### src/rtl/fifo_drain.sv
// Read-side drain stage for a synchronous FIFO: hides the FIFO's one-cycle read
// latency behind a 3-entry skid buffer and presents a valid/ready stream.
module fifo_drain #(
  parameter int FIFO_WIDTH = 16,
  parameter int CNT_WIDTH  = 16
) (
  input  logic                  clk,
  input  logic                  rst,
  input  logic [FIFO_WIDTH-1:0] fifo_data_out,
  input  logic                  fifo_empty,
  input  logic                  fifo_underflow,
  output logic                  fifo_rd_en,
  output logic [FIFO_WIDTH-1:0] m_data,
  output logic                  m_valid,
  input  logic                  m_ready,
  input  logic                  clr_stats,
  output logic [CNT_WIDTH-1:0]  beat_count,
  output logic                  err_underflow
);

  localparam int DEPTH = 3;

  logic [DEPTH-1:0][FIFO_WIDTH-1:0] mem_q, mem_d;
  logic [1:0]           count_q, count_d;
  logic [1:0]           wr_ptr_q, wr_ptr_d;
  logic [1:0]           rd_ptr_q, rd_ptr_d;
  logic                 inflight_q, inflight_d;
  logic [CNT_WIDTH-1:0] beat_q, beat_d;
  logic                 err_q, err_d;
  logic                 push, pop;

  function automatic logic [1:0] ptr_inc(input logic [1:0] p);
    return (p == 2'd2) ? 2'd0 : p + 2'd1;
  endfunction

  always_comb begin
    // A read is only issued when a buffer slot is reserved for its return word,
    // so no path from m_ready is needed and a capture can never overflow.
    fifo_rd_en = !rst && !fifo_empty &&
                 (({1'b0, count_q} + {2'b00, inflight_q}) < 3'd3);
    m_valid    = (count_q != 2'd0);
    m_data     = mem_q[rd_ptr_q];
    push       = inflight_q & ~fifo_underflow;
    pop        = m_valid & m_ready;

    mem_d      = mem_q;
    wr_ptr_d   = wr_ptr_q;
    rd_ptr_d   = rd_ptr_q;
    count_d    = count_q + {1'b0, push} - {1'b0, pop};
    inflight_d = fifo_rd_en;
    beat_d     = beat_q;
    err_d      = err_q;

    if (push) begin
      mem_d[wr_ptr_q] = fifo_data_out;
      wr_ptr_d        = ptr_inc(wr_ptr_q);
    end
    if (pop) rd_ptr_d = ptr_inc(rd_ptr_q);

    if (pop && (beat_q != {CNT_WIDTH{1'b1}})) beat_d = beat_q + 1'b1;
    if (inflight_q && fifo_underflow) err_d = 1'b1;
    if (clr_stats) begin
      beat_d = '0;
      err_d  = 1'b0;
    end
  end

  always_ff @(posedge clk) begin
    if (rst) begin
      mem_q      <= '0;
      count_q    <= '0;
      wr_ptr_q   <= '0;
      rd_ptr_q   <= '0;
      inflight_q <= 1'b0;
      beat_q     <= '0;
      err_q      <= 1'b0;
    end else begin
      mem_q      <= mem_d;
      count_q    <= count_d;
      wr_ptr_q   <= wr_ptr_d;
      rd_ptr_q   <= rd_ptr_d;
      inflight_q <= inflight_d;
      beat_q     <= beat_d;
      err_q      <= err_d;
    end
  end

  assign beat_count    = beat_q;
  assign err_underflow = err_q;

endmodule

### config.mk
export PLATFORM = sky130hd
export DESIGN_NAME = fifo_drain
export DESIGN_NICKNAME = d
export VERILOG_FILES = /design/src/rtl/fifo_drain.sv
export SDC_FILE = /design/constraint.sdc
export NUM_CORES = 1
export LEC_CHECK = 0
export BUFFER_PORTS_ARGS = -buffer_cell sky130_fd_sc_hd__buf_4
export CAP_MARGIN = 0
export CORE_ASPECT_RATIO = 0.75
export CORE_MARGIN = 2
export CORE_UTILIZATION = 53
export CTS_CLUSTER_DIAMETER = 80
export CTS_CLUSTER_SIZE = 24
export DETAILED_ROUTE_END_ITERATION = 7
export PLACE_DENSITY = 0.76
export SLEW_MARGIN = 20
export SYNTH_ARGS = -nofsm -noshare
export SYNTH_HDL_FRONTEND = slang
export SYNTH_SLANG_ARGS = --single-unit
### constraint.sdc
create_clock -name clk -period 2.8 [get_ports clk]
set_clock_uncertainty 0.15 [all_clocks]
set_input_delay 0.42 -clock clk [delete_from_list [all_inputs] [get_ports clk]]
set_output_delay 0.42 -clock clk [all_outputs]
set_load 0.1 [all_outputs]
==> flow_metrics.tcl <==
set metrics [dict create \
    critical_path.top_delay_family "adder cells" \
    cts.sinks 72 \
    clk_pin_slew_ns 0.07 \
    dr.pass1.iters 4 \
    core_area_um2 5770 \
    synth.top_cell.area_share 0.458 \
    critPathLaunchType "flip-flop" \
    cts_root_buffer "clkbuf_8" \
    clockBufferDepth 2 \
    end_kind "output pin" \
    clk_latency_ns 0.35 \
    postRouteWirelength_um 7590 \
    final_nets 477 \
    power_density_nw_per_um2 662 \
    path_buf_inv 1 \
    maxCapViolCount 0 \
    yosys_warnings 0 \
    detail-route-antenna-nets 0 \
    synthArstFlopShare 0 \
    diodes 0 \
    drtIter0Drc 172 \
    synthTopCellsByCount "nand2_1 (123), dfxtp_1 (72), a21oi_1 (63)" \
    postPlaceCellArea_um2 3680 \
    die_area_um2 6570 \
    synth_cells 401 \
    worstPathRequired_ns 2.23 \
    fp.dieW_um 93.0 \
    period_share 0.911 \
    cp.arrival_ns 1.98 \
    synth.distinct_cells 37 \
    max_slew.worst_pin.slew_ns 0.811 \
    crit_path_max_incr_delay_ns 0.38 \
    grt_usage 0.246 \
    gp_congestion 0.813 \
    hp-class "input port to flip-flop" \
    layout-drive-gt1-share 0.221 \
    area.growth.synth_to_final_pct 24.0 \
    grt_pass1_vias 2728 \
    status "finished clean" \
    syn_nets 427 \
    numCtsBuffers 9 \
    finalCriticalPeriod_ns 2.55 \
    grt_start_max_net_pins 60 \
    criticalPathCategory "flip-flop to output pin" \
    rsz0062_at_grt "false" \
    synth_seq_cells 72 \
    setup_slack_ns 0.249 \
    wire_per_inst_um 14.2 \
    synth_ff_type "dfxtp_1" \
    vias 2952 \
    synth_area_per_cell_um2 7.84 \
    yosysMostFrequentCell "nand2_1" \
    cts_hold_buf 0 \
    fin_util 0.677 \
    die_h_um 70.7 \
    total_power_uw 2580 \
    slowest_stage "a2111oi_2" \
    whs_path_depth 2 \
    cts_tree "done" \
    synth_area_um2 3150 \
    synth_edf_count 0 \
    hpwl_um 5050 \
    max_freq_ghz 0.392 \
    portBuffers 56 \
    grt_overflow 0 \
    drc 0 \
    vias_per_cell 5.53 \
    nFillCells 502 \
    final_cell_area_um2 3900 \
    drv_slew 0 \
    crit_cells 4 \
    post_cts_resized 0 \
    critPathMaxFanout 5 \
    antenna_found_initial 0 \
    setup_viol 0 \
    final_hold_viol_count 0 \
    design.portCount 57 \
    relSlewSlack 0.455 \
    grt_pass1_wl_um 12800 \
    cts_max_level 3 \
    ys_seq_area_frac 0.458 \
    crit_chain "ha_1 > ha_1 > a2111oi_2 > buf_4" \
    peakVddDrop_mv 0.585 \
    yosysTopAreaCell "dfxtp_1" \
    post_cts_buffers 0 \
    cp_common_cell "ha_1" \
    p_leak_uw 0.00135 \
    synth_area_leaders "dfxtp_1 (46%), nand2_1 (15%), a21oi_1 (10%), mux2i_1 (5.4%), o21ai_0 (3.3%)" \
    initial_core_util 0.546 \
    reg2reg_depth 4 \
    rows 24 \
    dp_slack_ns 0.632 \
]
-- per-stage QoR --
stage	cells	setup TNS, ns	hold WS (ns)
floorplan	401	-0.599	0.286
global placement	518	0	0.291
detailed placement	518	0	0.296
CTS	534	0	0.0935
global route	534	0	0.110
finish	534	0	0.105
-- flip-flops by register name, indices dropped and copies added, names as in the netlist --
name and cells:
beat_count 16, count_q 2, err_underflow 1, inflight_q 1, mem_q 48, rd_ptr_q 2
wr_ptr_q 2
-- report_power, final --
group | internal [uW] | switching [uW]
combinational | 183 | 381
sequential | 1060 | 60.1
clock | 501 | 396
-- area by class of cell --
class                           count  area (um2)  area share
Timing Repair Buffer               63         473       0.121
Multi-Input combinational cell    302        1660       0.425
Tap cell                           78        97.6      0.0250
Clock inverter                      7        96.3      0.0247
Inverter                            3        11.3     0.00289
Sequential cell                    72        1440       0.369
Clock buffer                        9         124      0.0318
-- final timing paths --
check | from | to | slack, ns
min reg2reg | mem_q[44]$_SDFFE_PP0P_ | mem_q[44]$_SDFFE_PP0P_ | 0.31
max reg2reg | beat_count[4]$_SDFFE_PP0P_ | beat_count[15]$_SDFFE_PP0P_ | 0.66
max | count_q[0]$_SDFF_PP0_ | fifo_rd_en | 0.25
min | fifo_empty | inflight_q$_SDFF_PP0_ | 0.10
-- metal layers --
metal	part of all wire	GRT usage	vias up
li1	-	-	1494
met1	0.48	0.344	1367
met2	0.45	0.375	84
met5	0	0	-
met3	0.062	0.0682	7
met4	0.0082	0.0735	0
-- cells by family after synthesis --
family / Yosys count / share of synthesized area
AND/OR/NAND/NOR: 178 / 0.254
AO/OA/AOI/OAI: 99 / 0.174
flip-flops: 72 / 0.458
buffers and inverters: 27 / 0.0326
multiplexers: 17 / 0.0541
XOR/XNOR: 4 / 0.0111
adder cells (fa/ha/maj): 4 / 0.0159
-- placed cells by master, fill, tap and decap left out, types with 7 or more instances in the layout --
cell type  count
dfxtp_1       72
a21oi_1       63
buf_4         63
mux2i_1       17
clkbuf_8       9
or3_1          7
nand2_1      123
nor2_1         8
o21ai_2       10
-- worst register-to-register path, stage by stage (launching register included) --
cell     delay, ns
dfxtp_1       0.41
nand3_2       0.19
or4_1         0.67
or4_1         0.51
a21oi_1       0.15
Note: power is estimated with default switching activity, not from simulation.
